### config.mk
export PLATFORM = sky130hd
export DESIGN_NAME = threedeeo_reader_flat
export DESIGN_NICKNAME = d
export VERILOG_FILES = /design/src/rtl/usb2classic_pkg.sv /design/src/rtl/threedeeo_reader_if.sv /design/src/rtl/sync2.sv /design/src/rtl/threedeeo_reader.sv /design/src/flat_wrapper.sv
export SDC_FILE = /design/constraint.sdc
export NUM_CORES = 1
export LEC_CHECK = 0
export ABC_CLOCK_PERIOD_IN_PS = 2300
export CELL_PAD_IN_SITES_DETAIL_PLACEMENT = 1
export CELL_PAD_IN_SITES_GLOBAL_PLACEMENT = 2
export CORE_UTILIZATION = 38
export CTS_BUF_LIST = sky130_fd_sc_hd__clkbuf_2 sky130_fd_sc_hd__clkbuf_4 sky130_fd_sc_hd__clkbuf_8
export CTS_CLUSTER_DIAMETER = 200
export DETAILED_ROUTE_END_ITERATION = 10
export GPL_TIMING_DRIVEN = 0
export PLACE_DENSITY_LB_ADDON = 0.25
export SYNTH_ARGS = -nofsm -noshare
export SYNTH_HDL_FRONTEND = slang
export SYNTH_SLANG_ARGS = --single-unit
### constraint.sdc
create_clock -name system_clock -period 2.3 [get_ports system_clock]
set_clock_uncertainty 0.05 [all_clocks]
set_input_delay 0.69 -clock system_clock [delete_from_list [all_inputs] [get_ports system_clock]]
set_output_delay 0.69 -clock system_clock [all_outputs]
set_load 0.02 [all_outputs]
### src/rtl/usb2classic_pkg.sv
// -----------------------------------------------------------------------------
// usb2classic_pkg
// Shared types and default constants for the classic-controller blocks.
// Holds the 3DO reader FSM state enum, its default timing constants and a
// small integer helper used to size the reader's counters.
// -----------------------------------------------------------------------------
package usb2classic_pkg;

    // 3DO reader frame sequencer states.
    typedef enum logic [2:0] {
        IDLE,
        LATCH,
        LOW,
        HIGH,
        DONE
    } threedeeo_rd_state_t;

    // Default frame geometry for the 3DO reader.
    localparam int THREEDEEO_BITS         = 16;
    localparam int THREEDEEO_LATCH_CYCLES = 8;
    localparam int THREEDEEO_HALF_CYCLES  = 4;

    function automatic int max_int(input int a, input int b);
        return (a > b) ? a : b;
    endfunction

endpackage : usb2classic_pkg

### src/rtl/threedeeo_reader_if.sv
// -----------------------------------------------------------------------------
// threedeeo_reader_if
// Bundles the 3DO reader's request/port/result signals.
//   start : request one read frame            (system -> reader)
//   dat   : port DAT line from the pad         (pad    -> reader)
//   ps    : port PS/latch line                 (reader -> pad)
//   clk   : port serial clock                  (reader -> pad)
//   data  : last completed word, 1 = pressed   (reader -> system)
//   valid : one-cycle pulse when data updates  (reader -> system)
//   busy  : frame in progress                  (reader -> system)
// Modports: master = the reader, slave = the surrounding system and pad.
// -----------------------------------------------------------------------------
interface threedeeo_reader_if #(
    parameter int BITS = usb2classic_pkg::THREEDEEO_BITS
);
    logic            start;
    logic            dat;
    logic            ps;
    logic            clk;
    logic [BITS-1:0] data;
    logic            valid;
    logic            busy;

    modport master (
        input  start, dat,
        output ps, clk, data, valid, busy
    );

    modport slave (
        output start, dat,
        input  ps, clk, data, valid, busy
    );
endinterface : threedeeo_reader_if

### src/rtl/sync2.sv
// -----------------------------------------------------------------------------
// sync2
// Two-flop synchronizer for a single asynchronous input bit.
//   clk   : destination clock
//   rst_n : asynchronous active-low reset; both flops load RESET_VAL
//   d     : asynchronous input
//   q     : synchronized output, two clk cycles of latency
// -----------------------------------------------------------------------------
module sync2 #(
    parameter logic RESET_VAL = 1'b1
) (
    input  logic clk,
    input  logic rst_n,
    input  logic d,
    output logic q
);
    logic meta_q;
    logic sync_q;

    always_ff @(posedge clk or negedge rst_n) begin
        if (!rst_n) begin
            meta_q <= RESET_VAL;
            sync_q <= RESET_VAL;
        end else begin
            meta_q <= d;
            sync_q <= meta_q;
        end
    end

    assign q = sync_q;
endmodule : sync2

### src/rtl/threedeeo_reader.sv
// -----------------------------------------------------------------------------
// threedeeo_reader
// Host-side 3DO controller port reader. Drives PS high for LATCH_CYCLES,
// then clocks BITS serial bits (HALF_CYCLES low, HALF_CYCLES high each),
// sampling inverted DAT at the end of every low phase, MSB first. The
// finished word is published on data with a one-cycle valid pulse.
//   system_clock : sole clock, rising edge
//   reset_n      : asynchronous active-low reset
//   bus          : threedeeo_reader_if.master (start, dat, ps, clk, data,
//                  valid, busy)
// Optional feature: define THREEDEEO_DAT_SYNC_EN to pass dat through a
// 2-flop synchronizer (reset value 1) before sampling; HALF_CYCLES must then
// be at least 3.
// -----------------------------------------------------------------------------
module threedeeo_reader
    import usb2classic_pkg::*;
#(
    parameter int BITS         = THREEDEEO_BITS,
    parameter int LATCH_CYCLES = THREEDEEO_LATCH_CYCLES,
    parameter int HALF_CYCLES  = THREEDEEO_HALF_CYCLES
) (
    input  logic                 system_clock,
    input  logic                 reset_n,
    threedeeo_reader_if.master   bus
);
    // Counter widths cover the largest terminal count with one spare bit.
    localparam int CYC_W = $clog2(max_int(LATCH_CYCLES, HALF_CYCLES)) + 1;
    localparam int BIT_W = $clog2(BITS) + 1;

    localparam logic [CYC_W-1:0] LATCH_LAST = CYC_W'(LATCH_CYCLES - 1);
    localparam logic [CYC_W-1:0] HALF_LAST  = CYC_W'(HALF_CYCLES - 1);
    localparam logic [BIT_W-1:0] BITS_END   = BIT_W'(BITS);

    logic dat_s;

`ifdef THREEDEEO_DAT_SYNC_EN
    if (HALF_CYCLES < 3) begin : g_half_check
        $error("threedeeo_reader: HALF_CYCLES must be >= 3 with the DAT synchronizer");
    end

    // Idle DAT is high, so the synchronizer resets to 1 to avoid a
    // spurious "pressed" bit right after reset.
    sync2 #(.RESET_VAL(1'b1)) u_dat_sync (
        .clk   (system_clock),
        .rst_n (reset_n),
        .d     (bus.dat),
        .q     (dat_s)
    );
`else
    // Pad is assumed synchronous to system_clock (or DAT stable at the
    // sample edge), so DAT is used directly with no added latency.
    assign dat_s = bus.dat;
`endif

    threedeeo_rd_state_t state_q, state_d;
    logic [CYC_W-1:0]    cyc_q,   cyc_d;
    logic [BIT_W-1:0]    bit_q,   bit_d;
    logic [BITS-1:0]     shift_q, shift_d;
    logic [BITS-1:0]     data_q,  data_d;
    logic                ps_q,    ps_d;
    logic                clk_q,   clk_d;
    logic                valid_q, valid_d;
    logic                busy_q,  busy_d;

    always_comb begin
        // NOTE: every signal gets a default first so no path through the
        // case statement leaves one unassigned, which would infer a latch.
        state_d = state_q;
        cyc_d   = cyc_q;
        bit_d   = bit_q;
        shift_d = shift_q;
        data_d  = data_q;
        ps_d    = ps_q;
        clk_d   = clk_q;
        valid_d = 1'b0;
        busy_d  = busy_q;

        unique case (state_q)
            IDLE: begin
                if (bus.start) begin
                    state_d = LATCH;
                    ps_d    = 1'b1;
                    busy_d  = 1'b1;
                    cyc_d   = '0;
                end
            end

            LATCH: begin
                if (cyc_q == LATCH_LAST) begin
                    state_d = LOW;
                    ps_d    = 1'b0;
                    cyc_d   = '0;
                    bit_d   = '0;
                end else begin
                    cyc_d = cyc_q + 1'b1;
                end
            end

            LOW: begin
                if (cyc_q == HALF_LAST) begin
                    // Sample on the same edge that raises CLK: DAT has been
                    // settled for the whole low phase. Pad data is active-low.
                    state_d = HIGH;
                    clk_d   = 1'b1;
                    cyc_d   = '0;
                    shift_d = {shift_q[BITS-2:0], ~dat_s};
                end else begin
                    cyc_d = cyc_q + 1'b1;
                end
            end

            HIGH: begin
                if (cyc_q == HALF_LAST) begin
                    clk_d = 1'b0;
                    cyc_d = '0;
                    bit_d = bit_q + 1'b1;
                    if (bit_q + 1'b1 == BITS_END) begin
                        // Outputs are registered, so publishing on entry
                        // makes data/valid visible during the DONE cycle.
                        state_d = DONE;
                        data_d  = shift_q;
                        valid_d = 1'b1;
                    end else begin
                        state_d = LOW;
                    end
                end else begin
                    cyc_d = cyc_q + 1'b1;
                end
            end

            DONE: begin
                // start is deliberately ignored here; a held start re-enters
                // LATCH after one IDLE cycle.
                state_d = IDLE;
                busy_d  = 1'b0;
            end

            default: begin
                state_d = IDLE;
                ps_d    = 1'b0;
                clk_d   = 1'b0;
                busy_d  = 1'b0;
            end
        endcase
    end

    always_ff @(posedge system_clock or negedge reset_n) begin
        if (!reset_n) begin
            state_q <= IDLE;
            cyc_q   <= '0;
            bit_q   <= '0;
            shift_q <= '0;
            data_q  <= '0;
            ps_q    <= 1'b0;
            clk_q   <= 1'b0;
            valid_q <= 1'b0;
            busy_q  <= 1'b0;
        end else begin
            // NOTE: non-blocking assignments so every flop updates from the
            // pre-edge values, independent of statement order.
            state_q <= state_d;
            cyc_q   <= cyc_d;
            bit_q   <= bit_d;
            shift_q <= shift_d;
            data_q  <= data_d;
            ps_q    <= ps_d;
            clk_q   <= clk_d;
            valid_q <= valid_d;
            busy_q  <= busy_d;
        end
    end

    assign bus.ps    = ps_q;
    assign bus.clk   = clk_q;
    assign bus.data  = data_q;
    assign bus.valid = valid_q;
    assign bus.busy  = busy_q;

endmodule : threedeeo_reader

### src/flat_wrapper.sv
// flat-port wrapper written by rule: the top's interface ports become plain ports
module threedeeo_reader_flat import usb2classic_pkg::*;
#(
    parameter int BITS         = THREEDEEO_BITS,
    parameter int LATCH_CYCLES = THREEDEEO_LATCH_CYCLES,
    parameter int HALF_CYCLES  = THREEDEEO_HALF_CYCLES
)
  (system_clock, reset_n, bus_start, bus_dat, bus_ps, bus_clk, bus_data, bus_valid, bus_busy);
  threedeeo_reader_if #(.BITS(BITS)) bus_i ();
  input  logic system_clock;
  input  logic reset_n;
  input wire logic [$bits(bus_i.start)-1:0] bus_start;
  input wire logic [$bits(bus_i.dat)-1:0] bus_dat;
  output wire logic [$bits(bus_i.ps)-1:0] bus_ps;
  output wire logic [$bits(bus_i.clk)-1:0] bus_clk;
  output wire logic [$bits(bus_i.data)-1:0] bus_data;
  output wire logic [$bits(bus_i.valid)-1:0] bus_valid;
  output wire logic [$bits(bus_i.busy)-1:0] bus_busy;
  assign bus_i.start = bus_start;
  assign bus_i.dat = bus_dat;
  assign bus_ps = bus_i.ps;
  assign bus_clk = bus_i.clk;
  assign bus_data = bus_i.data;
  assign bus_valid = bus_i.valid;
  assign bus_busy = bus_i.busy;
  threedeeo_reader #(.BITS(BITS), .LATCH_CYCLES(LATCH_CYCLES), .HALF_CYCLES(HALF_CYCLES)) u_core (.system_clock(system_clock), .reset_n(reset_n), .bus(bus_i));
endmodule
==> results of run 1 <==
power breakdown:
group	internal [W]	total, W	leakage, nW	switching, W
Clock	0.000257	0.000554	0.0479	0.000297
Combinational	0.0000109	0.0000311	0.611	0.0000202
Sequential	0.000848	0.000855	0.637	0.00000602
cells in the mapped netlist, drive strengths merged (2+ instances only):
cell type and n:
o21ai 10, buf 14, inv 19, a21oi 3, nor2b 4, nand3 21, dfrtp 48, nand2 16
a31oi 33, mux2 15, and2 5, o31ai 2, mux2i 5, o211ai 16, clkbuf 8, ha 3
and3 2, nand2b 3, nand4 16, nor2 6, xor2 2
worst register-to-register path, stage by stage, from the launching register on:
cell      delay (ps)
dfrtp_1          440
ha_1             300
and3_1           190
buf_1            300
clkbuf_1         460
nand4_1          160
nand3_1          110
final timing paths:
check / start / to / slack (ps) / cells after the start
min in group system_clock: u_core.bus.busy / u_core.bus.busy / 460 / 2
hold / removal: reset_n / u_core.shift_q[14] / 340 / 1
hold reg to reg: u_core.bus.busy / u_core.bus.busy / 460 / 2
setup reg to reg: u_core.bit_q[0] / u_core.bus.data[7] / 230 / 6
max in group asynchronous: reset_n / u_core.bus.data[7] / 1310 / 2
setup / recovery: u_core.bit_q[0] / u_core.bus.data[7] / 230 / 6
metrics by stage:
step	setup slack (ps)	setup TNS [ps]	area [um2]	hold WS [ps]	cells
4_1_cts	170	0	3030	352	372
6_report	231	0	3030	335	372
2_1_floorplan	566	0	2590	344	263
3_5_place_dp	185	0	2930	448	364
5_1_grt	67.0	0	3030	379	372
3_3_place_gp	-1010	-48410	2920	431	363
state kept, by name (all words and copies together), names as in the netlist:
register          count
u_core.cyc_q          4
u_core.bus.data      16
u_core.bus.ps         1
u_core.bus.clk        1
u_core.bus.busy       1
u_core.state_q        3
u_core.shift_q       16
u_core.bit_q          5
u_core.bus.valid      1
cells by family (layout without fill, tap and decap cells):
| kind of cell | after synthesis | count (layout) | share of synthesized area, % |
|---|---|---|---|
| XOR/XNOR | 2 | 2 | 0.676 |
| AND/OR/NAND/NOR | 76 | 76 | 16.3 |
| adder cells (fa/ha/maj) | 3 | 3 | 1.45 |
| flip-flops | 48 | 48 | 46.4 |
| buffers and inverters | 41 | 73 | 8.30 |
| AO/OA/AOI/OAI | 73 | 73 | 18.4 |
| multiplexers | 20 | 20 | 8.45 |
final cells by class:
type	count	area share, %
tap	77	3.18
sequential	48	39.6
multi-input combinational	174	38.8
clock buffer	7	2.97
buffer	22	4.79
clock inverter	1	0.248
inverter	19	2.35
timing repair buffer	24	8.09
routing by layer:
metal	track usage (%)	part of all wire, %	vias to the layer above
met5	0	0	-
met4	4.78	0.68	0
met3	3.74	2.4	5
met2	33.9	49	36
met1	28.5	48	1130
li1	-	-	1034
==> results.md, run 1 <==
- Die Wd: 84.6 um
- Routed vias/inst: 5.93
- CTS max path bufs: 2
- Max Clock Freq: 0.483 GHz
- Main synth FF type: dfrtp_1
- DR iter-0 viols: 84
- Most frequent cells in the layout: dfrtp_1 (48), a31oi_1 (33), clkdlybuf4s50_1 (22)
- Syn avg cell area: 9.85 um2
- Initial antenna violation count: 0
- P_leak: 1.30 nW
- IO Port Bufs: 23
- # clock sinks: 48
- Remaining antenna violation count: 0
- Routability cong.: 0.777
- RSZ-0062 raised after global routing: no
- Final core area utilization: 46.9%
- Syn Nets: 270
- Setup Fix Bufs, Post-CTS: 0
- 1st-pass router iterations: 6
- Slew headroom: 59.3%
- Async set-reset flop share out of synthesis: 100%
- First-pass GRT wire length: 11,800 um
- Die height: 84.6 um
- Setup crit end kind: flip-flop
- Critical path type: flip-flop to flip-flop
- Largest area contributor in the netlist: dfrtp_1
- CTS Buf Count: 5
- Hold Fails Final Rpt: 0
- P&R area growth vs syn: 17.0%
- Cts hold-fix bufs: 0
- Vias in the first global route: 2,293
- CP Max Fanout: 10
- GRT overflow: 0
- Setup-failing EPs final: 0
- Root buf cell: clkbuf_8
- CP Cell Sequence: ha_1 -> and3_1 -> buf_1 -> clkbuf_1 -> nand4_1 -> nand3_1
- Max H-tree Level: 2
- Share of cells above drive strength 1: 15.6%
- Core Rows: 29
- Max VDD drop: 0.231 mV
- Commonest non-fill, non-tap cell in the layout: dfrtp_1
- Post-layout minimum cycle time: 2070 ps
- Initial core utilization: 40.1%
- Final wirelength: 6950 um
- Storage cell area: 1200 um2
- Post-synth top area share: 46.4%
- Worst-path clk slew: 100 ps
- Total power draw: 0.00144 W
- Fill count: 739
- Critical path required time: 2480 ps
- Synth top area cells: dfrtp_1 (46%), a31oi_1 (8.0%), mux2_2 (6.5%)
- Overall Global Routing Usage: 20.7%
- WL/cell: 18.7 um
- Pin count of the biggest net entering global routing: 26
- Post-synth EDFFs: 0
- Pwr Density: 475 nW/um2
- WP data arrival: 2250 ps
- Sequential area share after synthesis: 46.4%
- CTS resizes: 0
- Crit-path max cell delay: 450 ps
- I/O pin cnt: 24
- Period Utilization, post-route: 90.0%
- Core region area: 6460 um2
- CP Launch Type: flip-flop
- CTS tree: built
- Clock latency at the later pin of the worst-skew pair: 300 ps
- Synthesis Warnings: 0
- Synth Register Bits: 48
- Hpwl dp: 4690 um
- Max cap viols: 0
- N_diodes: 0
- Slew Viols, Final: 0
- Mapped Cells: 263
- CP Buf/Inv Count: 2
- Die ar.: 7150 um2
- Total vias in the final route: 2,205
- Slowest CP cell: clkbuf_1
- Crit path max-delay family: buffers and inverters
- DR DRC count: 0
- Area of the multi-input gates: 1170 um2
- Synth unique cells: 41
- Outcome: complete, no violations
- Hold WC Path Type: input port to asynchronous set/reset pin
- Synth Cell Area: 2590 um2
- Nets: 301
- Worst-Margin Slew: 606 ps
Power figures use the tool's default switching activity.
==> run 2: changes to the inputs <==
CTS_CLUSTER_DIAMETER = not set   (was 200)
HOLD_SLACK_MARGIN = 0.12   (was not set)
==> results of run 2 <==
The final DEF is identical to that of run 1; final timing and power are the same.
==> run 3: changes to the inputs <==
ABC_AREA = 1   (was not set)
CORE_UTILIZATION = 35   (was 38)
SLEW_MARGIN = 0   (was not set)
==> results.md, run 3 <==
- Synth cell count leaders: nand2_1 (93), dfrtp_1 (48), nand3_1 (23)
- Vias in the first global route: 1,839
- Clock latency at the later pin of the worst-skew pair: 300 ps
- Combinational share of power: 1.9%
- Initial core utilization: 36.8%
- 1st-pass router iterations: 4
- Fin area: 2660 um2
- Post-synth EDFFs: 0
- Clk pwr share: 41.1%
- Synth unique cells: 20
- Placed inst area: 2540 um2
- Place WS: 436 ps
- Post-layout minimum cycle time: 2020 ps
- Final core area utilization: 44.3%
- Crit path max-delay family: buffers and inverters
- CP Buf/Inv Count: 1
- Slowest CP cell: clkdlybuf4s50_1
- Worst-path clk slew: 90 ps
- Share of cells above drive strength 1: 10.1%
- Die ar.: 6620 um2
- Critical path type: flip-flop to primary output
- Worst-Margin Slew: 452 ps
- Synth top area cells: dfrtp_1 (54%), nand2_1 (16%), nand3_1 (5.2%)
- Net Sw Power: 0.000305 W
- RSZ-0062 raised after global routing: no
- WL/cell: 14.3 um
- Critical path required time: 1560 ps
- Hpwl dp: 3840 um
- Max cap viols: 0
- Commonest non-fill, non-tap cell in the layout: nand2_1
- Total vias in the final route: 1,786
- First-pass GRT wire length: 8950 um
- Final instance count without filler cells: 362
- DR iter-0 viols: 95
- GRT overflow: 0
- Synth Register Bits: 48
- Core Rows: 28
- CP Cell Sequence: clkdlybuf4s50_1
- Slew Viols, Final: 0
- Post-synth top area share: 54.5%
- Setup WS post-layout: 281 ps
- Number of cells on the critical path: 1
- Most frequent cells in the layout: nand2_1 (93), dfrtp_1 (48), nand3_1 (23)
- Routed vias/inst: 4.93
- P_leak: 1.37 nW
- N_diodes: 0
- CTS Buf Count: 5
- Syn avg cell area: 8.65 um2
- Max VDD drop: 0.233 mV
- Pwr Density: 563 nW/um2
- Initial antenna violation count: 0
- Largest area contributor in the netlist: dfrtp_1
- Remaining antenna violation count: 0
- Max H-tree Level: 2
- Final wirelength: 5180 um
- Top-count cell post-synth: nand2_1
- Hold Fails Final Rpt: 0
- CTS tree: built
- P&R area growth vs syn: 20.4%
- IO Port Bufs: 23
- WP data arrival: 1280 ps
- Fill count: 725
- Syn Nets: 262
- Setup Fix Bufs, Post-CTS: 0
- Cts hold-fix bufs: 0
- Switching share of power: 20.4%
- Worst hold-check slack: 269 ps
- Mapped Cells: 255
- Async set-reset flop share out of synthesis: 100%
- Period Utilization, post-route: 87.8%
- Die Wd: 81.4 um
- I/O pin cnt: 24
- Synth Cell Area: 2200 um2
- CTS max path bufs: 2
- Outcome: complete, no violations
- Slew headroom: 69.9%
- Setup crit end kind: primary output
- # clock sinks: 48
- Setup-failing EPs final: 0
- Placed Cells: 354
- Nets: 293
- Routability cong.: 0.738
- Sequential area share after synthesis: 54.5%
- Root buf cell: clkbuf_8
- Main synth FF type: dfrtp_1
- Sequential fraction of design power: 57.0%
- Overall Global Routing Usage: 18.2%
- DR DRC count: 0
- R2R cell count: 9
- Die height: 81.4 um
- Max Clock Freq: 0.495 GHz
- Synthesis Warnings: 0
- Power Internal: 0.00119 W
- CTS resizes: 0
- Hold WC Path Type: input port to asynchronous set/reset pin
- Core region area: 5990 um2
- CP Launch Type: flip-flop
- CP Max Fanout: 2
- Crit-path max cell delay: 610 ps
- Pin count of the biggest net entering global routing: 31
run 3: logic make-up after synthesis:
| logic type | synth area share [%] |
|---|---|
| AOI/OAI and AO/OA | 3.63 |
| xor gates and xnor gates | 0.397 |
| adders and majority gates | 1.70 |
| buffers and inverters | 5.85 |
| DFF | 54.5 |
| and+or+nand+nor | 33.9 |
run 3: per-layer routing:
| metal | GRT usage [%] | vias to the layer above | wire (um) |
|---|---|---|---|
| met5 | 0 | - | 0 |
| met4 | 4.29 | 0 | 42 |
| met3 | 4.04 | 5 | 165 |
| met2 | 28.2 | 28 | 2320 |
| met1 | 25.7 | 863 | 2650 |
| li1 | - | 890 | - |
run 3: path summary, 6_finish.rpt:
check	start	end	slack [ps]
min reg2reg	u_core.bus.data[5]	u_core.bus.data[5]	430
max reg2reg	u_core.bit_q[0]	u_core.bus.data[6]	510
max in group asynchronous	reset_n	u_core.shift_q[12]	1420
min	reset_n	u_core.bit_q[2]	270
max	u_core.bus.data[6]	bus_data[6]	280
min in group system_clock	u_core.bus.data[5]	u_core.bus.data[5]	430
run 3: power groups by stage:
stage | Clock [W] | Combinational (W) | Sequential, W
final | 0.000616 | 0.0000284 | 0.000852
after detailed placement | 0 | 0.0000306 | 0.000869
after global routing | 0.000677 | 0.0000338 | 0.000853
after CTS | 0.000638 | 0.0000307 | 0.000852
after global placement | 0 | 0.0000267 | 0.000869
after floorplan | 0 | 0.00000342 | 0.000867
run 3: metrics by stage:
| step | TNS, ps | power (W) |
|---|---|---|
| 5_1_grt | 0 | 0.00156 |
| 4_1_cts | 0 | 0.00152 |
| 3_5_place_dp | 0 | 0.000899 |
| 2_1_floorplan | 0 | 0.000870 |
| 6_report | 0 | 0.00150 |
| 3_3_place_gp | -47110 | 0.000896 |
run 3: final cells by class:
class	instances	area [um2]	share of cell area, %
buffer	9	65.1	2.45
clock buffer	6	76.3	2.87
clock inverter	2	35.0	1.32
inverter	17	63.8	2.40
multi-input combinational	181	875	32.9
sequential	48	1200	45.2
tap	75	93.8	3.53
timing repair buffer	24	245	9.24
